File: config.mk
export PLATFORM = sky130hd
export DESIGN_NAME = sync_fifo_fwft
export DESIGN_NICKNAME = d
export VERILOG_FILES = /design/src/rtl/sync_fifo_fwft.sv
export SDC_FILE = /design/constraint.sdc
export NUM_CORES = 2
export LEC_CHECK = 0
export ABC_AREA = 0
export CORE_ASPECT_RATIO = 1.4
export CORE_MARGIN = 3
export CORE_UTILIZATION = 33
export DETAILED_ROUTE_END_ITERATION = 7
export HOLD_SLACK_MARGIN = 0.03
export PLACE_DENSITY = 0.55
export SETUP_SLACK_MARGIN = 0.3
export SLEW_MARGIN = 20
export SYNTH_ARGS = -nofsm -noshare
export SYNTH_HDL_FRONTEND = slang
export SYNTH_SLANG_ARGS = --single-unit
File: constraint.sdc
create_clock -name clk -period 7.6 [get_ports clk]
set_input_delay 2.28 -clock clk [delete_from_list [all_inputs] [get_ports clk]]
set_output_delay 2.28 -clock clk [all_outputs]
set_load 0.005 [all_outputs]
File: src/rtl/sync_fifo_fwft.sv
// Single-clock FIFO with first-word-fall-through read.
// A prefetch stage hides the registered read port so the head word sits on rd_data.
module sync_fifo_fwft #(
  parameter int unsigned DW     = 18,
  parameter int unsigned AW     = 7,
  parameter int unsigned AF_LVL = 2**AW - 2,
  parameter int unsigned AE_LVL = 1
) (
  input  logic          clk,
  input  logic          rst_n,
  input  logic          clr,
  input  logic          wr_en,
  input  logic [DW-1:0] wr_data,
  output logic          full,
  output logic          almost_full,
  input  logic          rd_en,
  output logic [DW-1:0] rd_data,
  output logic          rd_valid,
  output logic          almost_empty,
  output logic [AW:0]   count,
  output logic          overflow,
  output logic          underflow
);

  localparam int unsigned Depth = 2**AW;
  localparam logic [AW:0] DepthC = (AW+1)'(Depth);
  localparam logic [AW:0] AfLvl  = (AW+1)'(AF_LVL);
  localparam logic [AW:0] AeLvl  = (AW+1)'(AE_LVL);
  localparam logic [AW:0] One    = (AW+1)'(1);

  logic [DW-1:0] mem_q [Depth];
  logic [DW-1:0] rd_data_q;

  logic [AW:0] wr_ptr_q, wr_ptr_d;
  logic [AW:0] rd_ptr_q, rd_ptr_d;
  logic [AW:0] count_q, count_d;
  logic [AW:0] ram_cnt;
  logic        rd_valid_q, rd_valid_d;
  logic        overflow_q, overflow_d;
  logic        underflow_q, underflow_d;

  logic push, pop, prefetch;

  // Registered pointers only: a word written at this edge is never read at this edge.
  assign ram_cnt  = wr_ptr_q - rd_ptr_q;
  assign full     = (count_q == DepthC);
  assign push     = wr_en & ~full;
  assign pop      = rd_en & rd_valid_q;
  assign prefetch = (ram_cnt != '0) & (~rd_valid_q | pop);

  always_comb begin
    wr_ptr_d    = wr_ptr_q;
    rd_ptr_d    = rd_ptr_q;
    count_d     = count_q;
    rd_valid_d  = rd_valid_q;
    overflow_d  = overflow_q;
    underflow_d = underflow_q;
    if (clr) begin
      wr_ptr_d    = '0;
      rd_ptr_d    = '0;
      count_d     = '0;
      rd_valid_d  = 1'b0;
      overflow_d  = 1'b0;
      underflow_d = 1'b0;
    end else begin
      if (push) begin
        wr_ptr_d = wr_ptr_q + One;
      end
      if (prefetch) begin
        rd_ptr_d   = rd_ptr_q + One;
        rd_valid_d = 1'b1;
      end else if (pop) begin
        rd_valid_d = 1'b0;
      end
      unique case ({push, pop})
        2'b10:   count_d = count_q + One;
        2'b01:   count_d = count_q - One;
        default: count_d = count_q;
      endcase
      if (wr_en && full) begin
        overflow_d = 1'b1;
      end
      if (rd_en && !rd_valid_q) begin
        underflow_d = 1'b1;
      end
    end
  end

  always_ff @(posedge clk or negedge rst_n) begin
    if (!rst_n) begin
      wr_ptr_q    <= '0;
      rd_ptr_q    <= '0;
      count_q     <= '0;
      rd_valid_q  <= 1'b0;
      overflow_q  <= 1'b0;
      underflow_q <= 1'b0;
    end else begin
      wr_ptr_q    <= wr_ptr_d;
      rd_ptr_q    <= rd_ptr_d;
      count_q     <= count_d;
      rd_valid_q  <= rd_valid_d;
      overflow_q  <= overflow_d;
      underflow_q <= underflow_d;
    end
  end

  // Storage and its read-port register are intentionally not reset.
  always_ff @(posedge clk) begin
    if (push && !clr) begin
      mem_q[wr_ptr_q[AW-1:0]] <= wr_data;
    end
    if (prefetch && !clr) begin
      rd_data_q <= mem_q[rd_ptr_q[AW-1:0]];
    end
  end

  assign rd_data      = rd_data_q;
  assign rd_valid     = rd_valid_q;
  assign count        = count_q;
  assign almost_full  = (count_q >= AfLvl);
  assign almost_empty = (count_q <= AeLvl);
  assign overflow     = overflow_q;
  assign underflow    = underflow_q;

endmodule

==> results.tsv <==
metric	value	unit
PortBufs	54	
H-tree levels	4	
post-route clock skew	0.0522	ns
Peak VDD IR	0.225	mV
Slew @ Worst Pin	1.15	ns
Setup Buffers After CTS	0	
Startpoint Class	flop	
dpl hpwl	144	mm
hold_buf cts	0	
Iteration-0 DRC Markers	4285	
Mapped Nets	3939	
power per cell area	299	nW/um^2
mapped cell area	90300	sq um
status	completed	
Routed Antenna Nets	0	
Worst path max stage delay	0.54	ns
cts repair resizes	0	
Worst Path Buf+Inv	1	
crit path time final	5.20	ns
Final setup viols	0	
final count of hold timing violations	0	
WL/cell	30.2	microns
reg2reg setup slack	3.24	ns
unrepaired setup endpoints after global routing	false	
Post-synth ARST share	0.0115	
final WL	234	mm
RR Startpoint	rd_ptr_q[4]$_DFFE_PN0P_	
TritonCTS Buffers	213	
GRT Util Overall	0.166	
CTS tree	done	
placed cells	7365	
fin crit share	0.684	
DRC	0	
final std cells w/o fill	7745	
Hold WC Path Type	reg -> reg	
area of the multi-input gates	19300	sq um
relative slew slack	0.232	
pin count of the biggest net entering global routing	126	
CTS Sinks	2349	
GP Congestion	0.861	
Layout area overhead	13.3	%
synthesis-stage register bit count	2349	
Cell Rows	226	
vias in the first global route	42400	
layout cell share with drive strength beyond 1	0.278	
sequential share of the synthesized area	0.780	
number of synthesized flops with an enable pin	2322	
die area	280000	sq um
fin nets	4083	
first-pass GRT wire length	329	mm
origin of the worst min-delay path	overflow$_DFFE_PN0P_	
Avg Inst Size Synth	23.1	sq um
Final Max Tran Viols	0	
synth unique cells	51	
fmax	192	MHz
initial antenna violation count	12	
setup TNS	0	ns
cell family with most CP delay	simple AND/OR/NAND/NOR gates	
final global-route overflow total	0	
WHS Path Cells	2	
maximum buffer depth of the clock tree	4	
clock-pin slew on the worst setup and hold paths	0.07	ns
FILL cells	24200	
routed via count	40700	
Pleak	31.3	nW
Reg area	70400	sq um
Yosys top cell by area	edfxtp_1	
worst-path cell chain	or3_4 -> or3_1 -> nor3_1 -> clkdlybuf4s50_1	
Crit Path Max Fanout	9	
Slowest-stage cell, CP	clkdlybuf4s50_1	
hold slack final	0.516	ns
WS Path Type	reg -> out	
WP data arrival	2.92	ns
Core Area	271000	sq um
vias per cell	5.26	
cell depth of the worst flop-to-flop path	6	
Initial Util	0.332	
YS warnings	0	
DRT Pass-1 Iters	5	
main flop type after synthesis	edfxtp_1	
worst path required time	5.32	ns
R2R Path End	rd_data[2]$_DFFE_PP_	
Ports	55	
Die W	448	microns
CP endpoint kind	output port	
Hold Path End	overflow$_DFFE_PN0P_	
Clock Latency Late Sink	0.85	ns
Synth area leaders	edfxtp_1 77%, mux4_2 16%, mux2i_1 2.0%, dfrtp_1 0.75%, nor2_1 0.68%	
Yosys top cell area share	0.773	
# Max-Cap Violations	0	
Root Buffer	clkbuf_16	
Mapped Cells	3902	
Die Y	625	microns
worst max-delay path by stage:
stage,from,end,cells after the start
after floorplan,wr_en,mem_q[127][0]$_DFFE_PP_,6
after global placement,wr_en,mem_q[2][9]$_DFFE_PP_,6
after detailed placement,wr_en,mem_q[113][9]$_DFFE_PP_,6
after CTS,count[2]$_DFFE_PN0P_,almost_empty,4
after global routing,count[2]$_DFFE_PN0P_,almost_empty,4
final,count[2]$_DFFE_PN0P_,almost_empty,4
synth_stat cells (all sizes together) (18+ instances only):
cell and n:
clkbuf 110, mux2i 181, edfxtp 2322, nand2 64
buf 99, nor4 19, o22ai 75, nand3 22
dfrtp 27, nor2 163, mux4 630, o211ai 37
a32oi 18
worst register-to-register path, cell delays in order (launching register included):
cell and delay [ns]:
dfrtp_4 0.61, inv_8 0.50, buf_12 0.94, mux2i_1 0.67, o22ai_1 0.27, nor4_1 0.78
o211ai_1 0.28
kinds of logic (layout without fill, tap and decap cells):
group                      count (synthesis)  after routing  share of synthesized area
muxes                                    812            812                      0.177
and+or+nand+nor                          314            314                     0.0154
xor gates and xnor gates                  17             17                    0.00165
DFF                                     2349           2349                      0.780
adders and majority gates                 15             15                    0.00205
AOI/OAI and AO/OA                        174            174                     0.0133
buffers and inverters                    221            528                     0.0101
other                                      0              2                          0
cell usage in the layout, fill, tap and decap left out, types with 11 or more instances in the layout:
master,Yosys,final
nand3_1,22,22
clkbuf_1,110,36
mux4_2,630,630
dfrtp_1,27,24
ha_1,14,14
a21oi_1,17,17
buf_4,0,92
nand2_1,64,63
nor4_1,18,18
clkbuf_16,0,216
xnor2_1,12,12
clkdlybuf4s50_1,0,36
clkinv_1,1,41
nor2_1,163,46
or3_1,11,11
edfxtp_1,2322,2322
mux2i_1,181,181
a32oi_1,18,18
o211ai_1,37,37
nor2_4,0,17
nor2_2,0,100
clkinv_2,0,42
bufinv_16,0,24
o22ai_1,75,75
area by class of cell:
class	count	share of cell area
Sequential cell	2349	0.689
Multi-Input combinational cell	1332	0.189
Clock buffer	252	0.0542
Tap cell	3534	0.0432
Timing Repair Buffer	138	0.0122
Clock inverter	126	0.0122
Inverter	12	0.000538
Antenna cell	2	0.0000489
stage by stage:
stage	setup slack (ns)	total power, mW	cell area [sq um]	util
2_1_floorplan	3.11	18.3	90300	-
3_3_place_gp	1.72	20.2	95400	0.351
3_5_place_dp	1.72	20.2	95400	0.351
4_1_cts	2.33	30.9	102000	0.376
5_1_grt	2.21	31.5	102000	0.377
6_report	2.40	30.5	102000	0.377
power by group:
part,internal [mW],switching [mW],total [mW]
Combinational,2.48,2.79,5.27
Sequential,14.3,0.232,14.6
Clock,6.01,4.69,10.7
Total,22.8,7.71,30.5
flip-flops by register name (all words and copies together), names as in the netlist:
name       cells
mem_q       2304
rd_data       18
count          8
rd_ptr_q       8
wr_ptr_q       8
overflow       1
rd_valid       1
underflow      1
metal layers:
layer | vias up | GRT usage | wire (microns) | share of wire
li1 | 16900 | - | - | -
met5 | - | 0 | 208 | 0.00089
met4 | 4 | 0.0669 | 10400 | 0.045
met3 | 353 | 0.0172 | 9850 | 0.042
met1 | 22200 | 0.205 | 88900 | 0.38
met2 | 1230 | 0.297 | 124000 | 0.53
Power figures use the tool's default switching activity.
